`src/rtl/mips_pkg.sv`:
```
// Shared widths, constants and types for the instruction fetch path.
package mips_pkg;

  localparam int INST_W = 32;
  localparam int ADDR_W = 32;

  localparam logic [INST_W-1:0] NOP_INST   = 32'h0000_0000;
  localparam logic [ADDR_W-1:0] PC_STEP    = 32'h0000_0004;
  localparam logic [ADDR_W-1:0] ALIGN_MASK = 32'hFFFF_FFFC;

  // One buffered instruction together with the address that follows it.
  typedef struct packed {
    logic [INST_W-1:0] inst;
    logic [ADDR_W-1:0] pc4;
  } fetch_entry_t;

  // Clear the byte-offset bits of a fetch target.
  function automatic logic [ADDR_W-1:0] word_align(input logic [ADDR_W-1:0] addr);
    return addr & ALIGN_MASK;
  endfunction

endpackage

```
`src/rtl/inst_fifo.sv`:
```
// Synchronous FIFO with clear and occupancy count. The head word is shown
// combinationally; a push into a full FIFO is accepted when it pops in the
// same cycle.
module inst_fifo #(
  parameter int WIDTH = 32,
  parameter int DEPTH = 4
) (
  input  logic                     clk,
  input  logic                     rst,
  input  logic                     clr,
  input  logic                     push,
  input  logic [WIDTH-1:0]         push_data,
  input  logic                     pop,
  output logic [WIDTH-1:0]         head_data,
  output logic [$clog2(DEPTH):0]   count
);

  localparam int AW = $clog2(DEPTH);
  localparam logic [AW:0] FULL_CNT = (AW+1)'(DEPTH);

  logic [WIDTH-1:0] mem_r [DEPTH];
  logic [AW-1:0]    wr_ptr_r;
  logic [AW-1:0]    rd_ptr_r;
  logic [AW:0]      count_r;
  logic             empty_s;
  logic             full_s;
  logic             push_ok_s;
  logic             pop_ok_s;

  assign empty_s   = (count_r == {(AW+1){1'b0}});
  assign full_s    = (count_r == FULL_CNT);
  assign pop_ok_s  = pop & ~empty_s;
  assign push_ok_s = push & (~full_s | pop_ok_s);
  assign head_data = mem_r[rd_ptr_r];
  assign count     = count_r;

  // Pointer and occupancy bookkeeping; clear empties the FIFO in one cycle.
  always_ff @(posedge clk) begin
    if (!rst) begin
      wr_ptr_r <= {AW{1'b0}};
      rd_ptr_r <= {AW{1'b0}};
      count_r  <= {(AW+1){1'b0}};
    end else if (clr) begin
      wr_ptr_r <= {AW{1'b0}};
      rd_ptr_r <= {AW{1'b0}};
      count_r  <= {(AW+1){1'b0}};
    end else begin
      wr_ptr_r <= wr_ptr_r + AW'(push_ok_s);
      rd_ptr_r <= rd_ptr_r + AW'(pop_ok_s);
      count_r  <= count_r + (AW+1)'(push_ok_s) - (AW+1)'(pop_ok_s);
    end
  end

  // Storage write; contents need no reset because the count gates them.
  always_ff @(posedge clk) begin
    if (rst && !clr && push_ok_s) begin
      mem_r[wr_ptr_r] <= push_data;
    end
  end

endmodule

```
`src/rtl/fetch_prefetch_queue.sv`:
```
// Instruction prefetch unit: owns the fetch PC, keeps up to DEPTH requests
// and buffered instructions in flight, and hands one instruction per cycle
// to IF/ID from a registered head slot. Redirects flush everything and
// discard responses that were already in flight.
module fetch_prefetch_queue
  import mips_pkg::*;
#(
  parameter int               DEPTH    = 4,
  parameter logic [31:0]      RESET_PC = 32'h0000_0000
) (
  input  logic              clk,
  input  logic              rst,
  input  logic              redirect,
  input  logic [ADDR_W-1:0] redirect_pc,
  output logic              imem_req_valid,
  input  logic              imem_req_ready,
  output logic [ADDR_W-1:0] imem_req_addr,
  input  logic              imem_rsp_valid,
  input  logic [INST_W-1:0] imem_rsp_data,
  input  logic              deq_ready,
  output logic              out_valid,
  output logic [INST_W-1:0] out_inst,
  output logic [ADDR_W-1:0] out_pc4
);

  localparam int CW = $clog2(DEPTH) + 1;
  localparam logic [CW:0] DEPTH_L = (CW+1)'(DEPTH);

  // Architectural state
  logic [ADDR_W-1:0] fetch_pc_r;
  logic [CW-1:0]     outstanding_r;
  logic [CW-1:0]     discard_r;
  logic              out_valid_r;
  logic [INST_W-1:0] out_inst_r;
  logic [ADDR_W-1:0] out_pc4_r;

  // Handshakes and credit
  logic              req_fire_s;
  logic [CW:0]       occupancy_s;
  logic              discarding_s;
  logic              enq_s;
  logic              deq_s;

  // Entry queue (holds everything behind the head slot)
  logic              q_push_s;
  logic              q_pop_s;
  fetch_entry_t      q_head_s;
  logic [CW-1:0]     q_count_s;
  logic              q_empty_s;

  // Request-address queue (PC of each accepted, non-stale request)
  logic [ADDR_W-1:0] a_head_s;
  logic [CW-1:0]     a_count_s;
  logic              a_empty_s;

  // Head slot control
  logic              out_load_s;
  logic              out_clear_s;
  logic              out_from_q_s;
  fetch_entry_t      rsp_entry_s;
  fetch_entry_t      out_next_s;

  // Buffered instructions include the head slot; same-cycle dequeue is not credited.
  assign occupancy_s = (CW+1)'(q_count_s) + (CW+1)'(out_valid_r) + (CW+1)'(outstanding_r);

  assign imem_req_valid = rst & ~redirect & (occupancy_s < DEPTH_L);
  assign imem_req_addr  = fetch_pc_r;
  assign req_fire_s     = imem_req_valid & imem_req_ready;

  assign discarding_s = (discard_r != {CW{1'b0}});
  assign a_empty_s    = (a_count_s == {CW{1'b0}});
  assign q_empty_s    = (q_count_s == {CW{1'b0}});
  assign enq_s        = imem_rsp_valid & ~discarding_s & ~redirect & ~a_empty_s;
  assign deq_s        = out_valid_r & deq_ready;

  assign rsp_entry_s.inst = imem_rsp_data;
  assign rsp_entry_s.pc4  = a_head_s + PC_STEP;
  assign out_next_s       = out_from_q_s ? q_head_s : rsp_entry_s;

  assign out_valid = out_valid_r;
  assign out_inst  = out_inst_r;
  assign out_pc4   = out_pc4_r;

  inst_fifo #(
    .WIDTH ($bits(fetch_entry_t)),
    .DEPTH (DEPTH)
  ) u_entry_q (
    .clk       (clk),
    .rst       (rst),
    .clr       (redirect),
    .push      (q_push_s),
    .push_data (rsp_entry_s),
    .pop       (q_pop_s),
    .head_data (q_head_s),
    .count     (q_count_s)
  );

  inst_fifo #(
    .WIDTH (ADDR_W),
    .DEPTH (DEPTH)
  ) u_addr_q (
    .clk       (clk),
    .rst       (rst),
    .clr       (redirect),
    .push      (req_fire_s),
    .push_data (fetch_pc_r),
    .pop       (enq_s),
    .head_data (a_head_s),
    .count     (a_count_s)
  );

  // Steer each response into the head slot or the queue, and refill the head on dequeue.
  always_comb begin
    q_push_s     = 1'b0;
    q_pop_s      = 1'b0;
    out_load_s   = 1'b0;
    out_clear_s  = 1'b0;
    out_from_q_s = 1'b0;
    if (redirect) begin
      out_clear_s = 1'b1;
    end else if (out_valid_r) begin
      if (deq_s) begin
        if (!q_empty_s) begin
          out_load_s   = 1'b1;
          out_from_q_s = 1'b1;
          q_pop_s      = 1'b1;
          q_push_s     = enq_s;
        end else if (enq_s) begin
          out_load_s = 1'b1;
        end else begin
          out_clear_s = 1'b1;
        end
      end else begin
        q_push_s = enq_s;
      end
    end else begin
      out_load_s = enq_s;
    end
  end

  // Fetch PC: restart on reset or redirect, otherwise advance on each accepted request.
  always_ff @(posedge clk) begin
    if (!rst) begin
      fetch_pc_r <= RESET_PC;
    end else if (redirect) begin
      fetch_pc_r <= word_align(redirect_pc);
    end else if (req_fire_s) begin
      fetch_pc_r <= fetch_pc_r + PC_STEP;
    end else begin
      fetch_pc_r <= fetch_pc_r;
    end
  end

  // In-flight request count and the number of stale responses still to drop.
  always_ff @(posedge clk) begin
    if (!rst) begin
      outstanding_r <= {CW{1'b0}};
      discard_r     <= {CW{1'b0}};
    end else begin
      outstanding_r <= outstanding_r + CW'(req_fire_s) - CW'(imem_rsp_valid);
      if (redirect) begin
        discard_r <= outstanding_r - CW'(imem_rsp_valid);
      end else if (imem_rsp_valid && discarding_s) begin
        discard_r <= discard_r - CW'(1'b1);
      end else begin
        discard_r <= discard_r;
      end
    end
  end

  // Registered head slot driving IF/ID; shows a nop whenever it is empty.
  always_ff @(posedge clk) begin
    if (!rst) begin
      out_valid_r <= 1'b0;
      out_inst_r  <= NOP_INST;
      out_pc4_r   <= {ADDR_W{1'b0}};
    end else if (out_clear_s) begin
      out_valid_r <= 1'b0;
      out_inst_r  <= NOP_INST;
      out_pc4_r   <= {ADDR_W{1'b0}};
    end else if (out_load_s) begin
      out_valid_r <= 1'b1;
      out_inst_r  <= out_next_s.inst;
      out_pc4_r   <= out_next_s.pc4;
    end else begin
      out_valid_r <= out_valid_r;
      out_inst_r  <= out_inst_r;
      out_pc4_r   <= out_pc4_r;
    end
  end

endmodule

```
`config.mk`:
```
export PLATFORM = sky130hd
export DESIGN_NAME = fetch_prefetch_queue
export DESIGN_NICKNAME = d
export VERILOG_FILES = /design/src/rtl/mips_pkg.sv /design/src/rtl/inst_fifo.sv /design/src/rtl/fetch_prefetch_queue.sv
export SDC_FILE = /design/constraint.sdc
export NUM_CORES = 1
export LEC_CHECK = 0
export CAP_MARGIN = 25
export CORE_UTILIZATION = 40
export DETAILED_ROUTE_END_ITERATION = 7
export GPL_ROUTABILITY_DRIVEN = 0
export GPL_TIMING_DRIVEN = 0
export PLACE_DENSITY = 0.64
export SKIP_CTS_REPAIR_TIMING = 1
export SYNTH_ARGS = -nofsm -noshare
export SYNTH_HDL_FRONTEND = slang
export SYNTH_HIERARCHICAL = 1
export SYNTH_SLANG_ARGS = --single-unit
```
`constraint.sdc`:
```
create_clock -name clk -period 10.2 [get_ports clk]
set_input_delay 1.53 -clock clk [delete_from_list [all_inputs] [get_ports clk]]
set_output_delay 1.53 -clock clk [all_outputs]
set_load 0.02 [all_outputs]
```
### After elaboration in Yosys (flattened, before gate mapping)

Memory sizes are Yosys's and may differ from the RTL's. A register that Yosys moved wholly into a read port is not among the register bits.
Cells that the tools add are included.

| cells by class | value |
|---|---|
| add/sub/neg operators | 16 |
| $mul | 0 |
| div/mod/pow operators | 0 |
| $lt $le $gt $ge | 1 |
| equal/unequal tests | 2 |
| shift-type cells | 0 |
| muxes and demuxes | 29 |
| bitwise gates (word level) | 20 |
| reductions and logical operators | 12 |

Operators by type and width:

| cell | count |
|---|---|
| adder 32 x 3 -> 32 bit, second input constant | 2 |
| 2-to-1 mux 32 bit | 2 |
| 2-to-1 mux 64 bit | 1 |
| 2-to-1 mux 1 bit | 22 |
| subtractor 3 x 1 -> 3 bit | 4 |
| bitwise AND 1 bit | 11 |
| adder 3 x 1 -> 3 bit | 3 |
| adder 2 x 1 -> 2 bit | 4 |
| inverter 1 bit | 7 |
| == test 3 bit, second input constant | 2 |
| zero test 3 bit | 2 |
| 2-to-1 mux 3 bit | 2 |
| adder 3 x 1 -> 4 bit | 1 |
| adder 4 x 3 -> 4 bit | 1 |
| logical AND 1 bit | 4 |
| < comparator 4 x 3 -> 1 bit, second input constant | 1 |
| 2-to-1 mux 2 bit | 2 |
| nonzero test 2 bit | 2 |
| OR reduction 2 bit | 2 |
| nonzero test 3 bit | 1 |
| subtractor 3 x 1 -> 3 bit, second input constant | 1 |
| bitwise OR 1 bit | 2 |
| zero test 1 bit | 1 |

| word-level totals | value |
|---|---|
| flip-flop bits (word level) | 117 |
| latch bits | 0 |
| RAM bits | 384 |
| memory bits (read-only) | 0 |
| output and inout port bits | 98 |
| word-level logic and storage cells | 95 |
| memories kept | 2 |

Memories:

| memory | words | bits a word | rd ports | clocked after memory_dff | wr ports | line | source |
|---|---|---|---|---|---|---|---|
| u_entry_q.mem_r | 4 | 64 | 1 | 1 | 1 | inst_fifo.sv:21 | `logic [WIDTH-1:0] mem_r [DEPTH];` |
| u_addr_q.mem_r | 4 | 32 | 1 | 1 | 1 | inst_fifo.sv:21 |  |

### Longest topological paths before layout

| logic depth | value |
|---|---|
| word-level depth | 13 |
| depth in mapped cells | 14 |

### Hierarchy

Netlist, hierarchy kept.

By module, submodules not included:

| module | times used | cells each | area an instance (µm²) | sequential area each (µm²) |
|---|---|---|---|---|
| inst_fifo (u_entry_q) | 1 | 371 | 9,700.6 | 7,827.5 |
| fetch_prefetch_queue | 1 | 720 | 5,705.5 | 2,021.9 |
| inst_fifo (u_addr_q) | 1 | 205 | 5,054.8 | 3,983.8 |

### Least setup slack after synthesis

OpenSTA, ideal clock, no wires.

| timing | value |
|---|---|
| kind | input -> register |
| from | input port redirect |
| to | memory u_entry_q/mem_r[3][0] (netlist bit), enable pin |
| library setup time | 0.666 ns |
| data arrival time | 9.449 ns |
| setup slack | 0.085 ns |
| cell stages on the path | 8 |
| buffers on the path | 4 |
| path through | clkbuf_1 or3_1 buf_2 inv_2 buf_2 buf_2 nor4b_2 nor4b_1 |

| between the ends | value |
|---|---|
| elaborated cells between the ends (all ways) | 16 |

RTL lines:

| element | line | source |
|---|---|---|
| start, declared | fetch_prefetch_queue.sv:13 | `input logic redirect,` |
| 2-to-1 mux 1 bit | n/a |  |
| via out_from_q_s | fetch_prefetch_queue.sv:59 | `logic out_from_q_s;` |
| bitwise AND 1 bit | inst_fifo.sv:32 | `assign pop_ok_s = pop & ~empty_s;` |
| bitwise OR 1 bit | inst_fifo.sv:33 | `assign push_ok_s = push & (~full_s \| pop_ok_s);` |
| bitwise AND 1 bit | inst_fifo.sv:33 |  |
| logical AND 1 bit | inst_fifo.sv:56 | `if (rst && !clr && push_ok_s) begin` |
| 2-to-1 mux 1 bit | inst_fifo.sv:56 |  |
| 2-to-1 mux 1 bit (not written as such) | inst_fifo.sv:57 | `mem_r[wr_ptr_r] <= push_data;` |
| end, declared | inst_fifo.sv:21 |  |

The timed path passes the listed nets, and every way through them passes these cells.

### Worst setup path after layout

| timing | value |
|---|---|
| from | input port redirect |
| to | memory u_entry_q/mem_r[3][24] (netlist bit), enable pin |

Same word-level chain as after synthesis.

==> flow_metrics.tcl <==
set metrics [dict create \
    status "finished, final reports clean" \
    power.leakage_nw 8.40 \
    start_util 0.407 \
    fillers 4207 \
    grt_use_total 0.183 \
    numCtsBuffers 51 \
    cpMaxStageDelayCell "nor4b_2" \
    io_pins 168 \
    multi_input_area_mm2 0.00612 \
    fp.dieArea_mm2 0.0521 \
    reg2reg_slack_ps 6010 \
    finalSetupViolCount 0 \
    peakVddDrop_v 0.000129 \
    final-max-slew-violation-count 0 \
    syn_area_per_cell_um2 15.8 \
    cp.arrival_ps 5900 \
    powerDensity_mw_per_mm2 175 \
    end_kind "flip-flop" \
    finalSetupTns_ps 0 \
    worst_slack_ps 4610 \
    vias 12300 \
    rsz0062_at_grt "no" \
    fin_crit_sh 0.548 \
    min_path_type "reg -> reg" \
    htreeDepth 2 \
    ys_warn_count 6 \
    crit_path_start "redirect" \
    critPathBufInv 10 \
    antennaDiodeCount 0 \
    place_hpwl_mm 34.1 \
    die_w_um 228 \
    ys_seq_elements 499 \
    path_cells "clkdlybuf4s50_1 > clkbuf_1 > or3_1 > buf_2 > inv_2 > buf_2 > buf_2 > nor4b_2 > nor4b_2 > buf_4 > buf_6 > buf_4 > buf_4" \
    drt_first_iter_violations 849 \
    cp_slowest_stage_delay_ps 790 \
    antenna_left 0 \
    grt.overflow.total 0 \
    slew_headroom 0.315 \
    core-area_mm2 0.0503 \
    ys_async_sr_fraction 0 \
    numPortBuffers 163 \
    antenna_found_initial 0 \
    hp-start "out_pc4[9]$_SDFFE_PP0P_" \
    cp-start-kind "input pin" \
    worstPathMaxFanout 11 \
    grt_max_degree 16 \
    clock_skew_ps 25.5 \
    dpl_worst_slack_ps 3970 \
    cp.required_ps 10510 \
    drt_first_pass_iters 5 \
    clk_pin_slew_ps 60 \
    critPathTopFamily "buffers and inverters" \
    worstMarginPinSlew_ps 1020 \
    place_inst 2194 \
    cts_root_buffer "clkbuf_16" \
    synth-seq-area-share 0.676 \
    mappedNetlistArea_mm2 0.0205 \
    cts_tree "yes" \
    grt_pass1_vias 12600 \
    final_cells 2289 \
    vias_per_cell 5.39 \
    synthFlopType "edfxtp_1" \
    die_h_um 228 \
    yosys.area.top_type "edfxtp_1" \
    fin_crit_ps 5590 \
    netlist.area_leader.share 0.564 \
    max_freq_mhz 179 \
    reg2reg_from "out_valid$_SDFFE_PP0P_" \
    drive_gt1_frac 0.182 \
    routedWlPerCell_um 20.8 \
    wl_mm 47.7 \
    maxCapViolations 0 \
    insertion_delay_ps 610 \
    area_growth_pct 24.3 \
    cts_buffer_depth 3 \
    worstSetupPathType "in -> reg" \
    grt_pass1_wl_mm 73.3 \
    rows 82 \
    synth_edf_count 384 \
    drc 0 \
    fin_nets 1667 \
    netlist_instances 1296 \
    cts_sinks 499 \
    finalHoldViolCount 0 \
    synth_area_leaders "edfxtp_1 (56%), dfxtp_1 (11%), mux4_2 (9.9%)" \
    seq_area_mm2 0.0138 \
    ys_types 78 \
]
[kinds of logic after synthesis]
group / Yosys count / synth area share
AND/OR/NAND/NOR: 354 / 0.0871
adder cells (fa/ha/maj): 22 / 0.0146
XOR/XNOR: 39 / 0.0185
other: 1 / 0.000183
flip-flops: 499 / 0.676
AO/OA/AOI/OAI: 178 / 0.0648
buffers and inverters: 101 / 0.0289
multiplexers: 102 / 0.110
[registers in the layout, indices dropped and copies added (netlist names)]
register and cells:
discard_r 3, imem_req_addr 30, out_inst 32, out_pc4 32
out_valid 1, outstanding_r 3, u_addr_q/count 3, u_addr_q/mem_r 128
u_addr_q/rd_ptr_r 2, u_addr_q/wr_ptr_r 2, u_entry_q/count 3, u_entry_q/mem_r 256
u_entry_q/rd_ptr_r 2, u_entry_q/wr_ptr_r 2
[power breakdown]
group | internal [mW] | total, mW | switching, mW
Sequential | 2.20 | 2.23 | 0.0291
Combinational | 0.0793 | 0.171 | 0.0922
Clock | 1.25 | 2.05 | 0.803
Total | 3.52 | 4.45 | 0.924
[synth_stat cells (all sizes together), types with 19 or more instances]
| master | instances |
|---|---|
| and3 | 21 |
| clkbuf | 35 |
| mux4 | 96 |
| dfxtp | 115 |
| inv | 29 |
| a311oi | 36 |
| xnor2 | 25 |
| edfxtp | 384 |
| nand3 | 22 |
| ha | 19 |
| nand2 | 125 |
| buf | 37 |
| o21ai | 33 |
| nor2 | 78 |
[path summary, 6_finish.rpt]
path | end | cells after the start
max | u_entry_q/mem_r[3][24]$_DFFE_PP_ | 13
min | out_pc4[9]$_SDFFE_PP0P_ | 2
max reg2reg | u_entry_q/mem_r[3][24]$_DFFE_PP_ | 12
min reg2reg | out_pc4[9]$_SDFFE_PP0P_ | 2
[per-layer routing]
layer | vias up | part of all wire | global-route usage
met4 | 0 | 0.024 | 0.0556
met1 | 6209 | 0.44 | 0.247
li1 | 5650 | - | -
met5 | - | 0 | 0
met2 | 394 | 0.49 | 0.306
met3 | 79 | 0.050 | 0.0280
[cells in the final DEF (no fill, tap or decap), types with 24 or more instances in the layout]
cell type / synthesis / layout
buf_4: 3 / 30
a311oi_1: 36 / 36
o21ai_0: 33 / 33
nand2_1: 124 / 124
mux4_2: 90 / 90
edfxtp_1: 384 / 384
dfxtp_1: 115 / 115
clkdlybuf4s50_1: 0 / 163
clkbuf_16: 0 / 51
nor2_1: 78 / 78
clkbuf_1: 35 / 40
buf_6: 4 / 28
inv_1: 27 / 27
xnor2_1: 24 / 24
[per-stage QoR]
step / power [mW] / instance area, µm² / hold WS, ps / utilization
after floorplan: 2.35 / 20500 / 490 / -
after global routing: 4.58 / 25400 / 501 / 0.506
after detailed placement: 2.44 / 23500 / 447 / 0.468
after CTS: 4.49 / 25400 / 461 / 0.506
final: 4.45 / 25400 / 453 / 0.506
after global placement: 2.43 / 23000 / 441 / 0.457
[worst min-delay path: cells and delay by family (launching register included)]
family          cells  cell delay [ps]
compound gates      1               50
flops               1              320
simple gates        1               40
[area by class of cell]
type,count,share of cell area
multi-input combinational,705,0.241
tap,672,0.0331
clock buffer,68,0.0574
clock inverter,27,0.0174
sequential,499,0.544
timing repair buffer,217,0.0842
inverter,29,0.00428
buffer,72,0.0189
Note: power is estimated with default switching activity, not from simulation.
==> RTL edit, RTL diff (same settings) <==
`DEPTH` is set to 4 in 2 places; all go to 2.
--- a/src/rtl/inst_fifo.sv
+++ b/src/rtl/inst_fifo.sv
@@ -5,3 +5,3 @@
   parameter int WIDTH = 32,
-  parameter int DEPTH = 4
+  parameter int DEPTH = 2
 ) (
--- a/src/rtl/fetch_prefetch_queue.sv
+++ b/src/rtl/fetch_prefetch_queue.sv
@@ -7,3 +7,3 @@
 #(
-  parameter int               DEPTH    = 4,
+  parameter int               DEPTH    = 2,
   parameter logic [31:0]      RESET_PC = 32'h0000_0000
Check against the original RTL: not equivalent (Yosys sat finds a counterexample within 4 cycles, from zero or initial values and one cycle with rst low).
==> RTL edit against the original RTL <==
  * Sequential cell count fell by 200
  * Design area fell by 35%
  * First-iteration DRC count fell by 35%
  * Routed wire length fell by 35%
  * Setup slack improved by 0.53 ns
  * Clock skew fell by 0.0093 ns
  * Largest power group unchanged
  * Final cell count fell by 26%
  * Synthesized area fell by 37%
  * Critical path type unchanged
  * Power fell by 40%
==> RTL edit: results (changes against the original RTL) <==
* Clock group at 1.21 mW (was 2.05 mW)
* Flop pwr share at 49.6% (was 50.1%)
* Largest net degree at the start of global routing at 15 (was 16)
* Worst reg2reg path endpoint: u_entry_q/mem_r[0][58]$_DFFE_PP_ (was u_entry_q/mem_r[3][24]$_DFFE_PP_)
* Seq. cell area at 0.00791 mm^2 (was 0.0138 mm^2)
* Synth Area in Compound Gates at 9.14% (was 6.48%)
* Routed WL per cell at 18.1 um (was 20.8 um)
* Synth Area in XOR/XNOR at 3.67% (was 1.85%)
* Leakage at 5.50 nW (was 8.40 nW)
* Signal buffers share of area at 13.0% (was 10.3%)
* Clock-cell share at 6.81% (was 7.49%)
* Met3 wire length at 1.67 mm (was 2.39 mm)
* Top post-synthesis cells by area: edfxtp_1 45%, dfxtp_1 17%, mux2_1 5.6%, nand2_1 3.8%, mux2_2 3.1% (was edfxtp_1 56%, dfxtp_1 11%, mux4_2 9.9%, nand2_1 2.3%, a311oi_1 1.5%)
* CP max FO at 10 (was 11)
* Post-synthesis cell count at 1,051 (was 1,296)
* Worst VDD drop at 0.0000978 V (was 0.000129 V)
* Pre-CTS worst setup slack at 4.62 ns (was 3.97 ns)
* Hold path start: out_inst[11]$_SDFFE_PP0P_ (was out_pc4[9]$_SDFFE_PP0P_)
* Multiplexer share of the synthesized area at 9.04% (was 11.0%)
* WHS Endpoint: out_inst[11]$_SDFFE_PP0P_ (was out_pc4[9]$_SDFFE_PP0P_)
* Worst reg-to-reg setup slack at 6.53 ns (was 6.01 ns)
* GRT Total Usage at 18.8% (was 18.3%)
* Multi-input combinational cell area at 0.00459 mm^2 (was 0.00612 mm^2)
* Sw Ratio at 21.1% (was 20.8%)
* WL final at 30.8 mm (was 47.7 mm)
* CTS Buf Count at 34 (was 51)
* First-pass GRT wire length at 49.1 mm (was 73.3 mm)
* Outcome: finished, final reports clean (unchanged)
* Post-synth EDFFs at 192 (was 384)
* Power share of the clock group at 45.5% (was 46.1%)
* Hpwl dp at 22.3 mm (was 34.1 mm)
* Register area share after synthesis at 61.3% (was 67.6%)
* Adder-cell share of the synthesized area at 1.22% (was 1.46%)
* Signal buffers at 239 (was 289)
* Layout cells sized above 1 at 12.4% (was 18.2%)
* CTS Sinks at 299 (was 499)
* # clk buffers at 49 (was 68)
[RTL edit: cell types whose count changed after synthesis, sizes merged, moves of 11 or more]
cell / delta
edfxtp: -192
a21oi: +12
nor2: -14
a21boi: -12
buf: -11
mux4: -96
o22ai: +14
mux2: +100
xor2: +15
and3: -11
[RTL edit: metal layers]
layer,vias to the layer above,track usage [%]
met5,-,0
li1,4316,-
met3,62,2.59
met4,0,6.98
met1,4214,25.5
met2,285,30.8
[RTL edit: critical path, cell delays in order]
cell and delay [ns]:
clkdlybuf4s50_1 0.45, clkbuf_1 0.27, clkbuf_1 0.29, clkbuf_1 0.34, nor2_1 0.46, and3_1 0.28
o31ai_4 0.11, nor3_2 0.83, buf_6 0.26, buf_6 0.15, buf_6 0.14, buf_6 0.15
[RTL edit: stage by stage]
stage	instance area, um^2	hold slack, ns	util, %
after global placement	15100	0.461	47.6
after floorplan	12900	0.515	-
after CTS	16400	0.481	51.8
after global routing	16400	0.503	51.8
final	16400	0.476	51.8
after detailed placement	15300	0.468	48.3
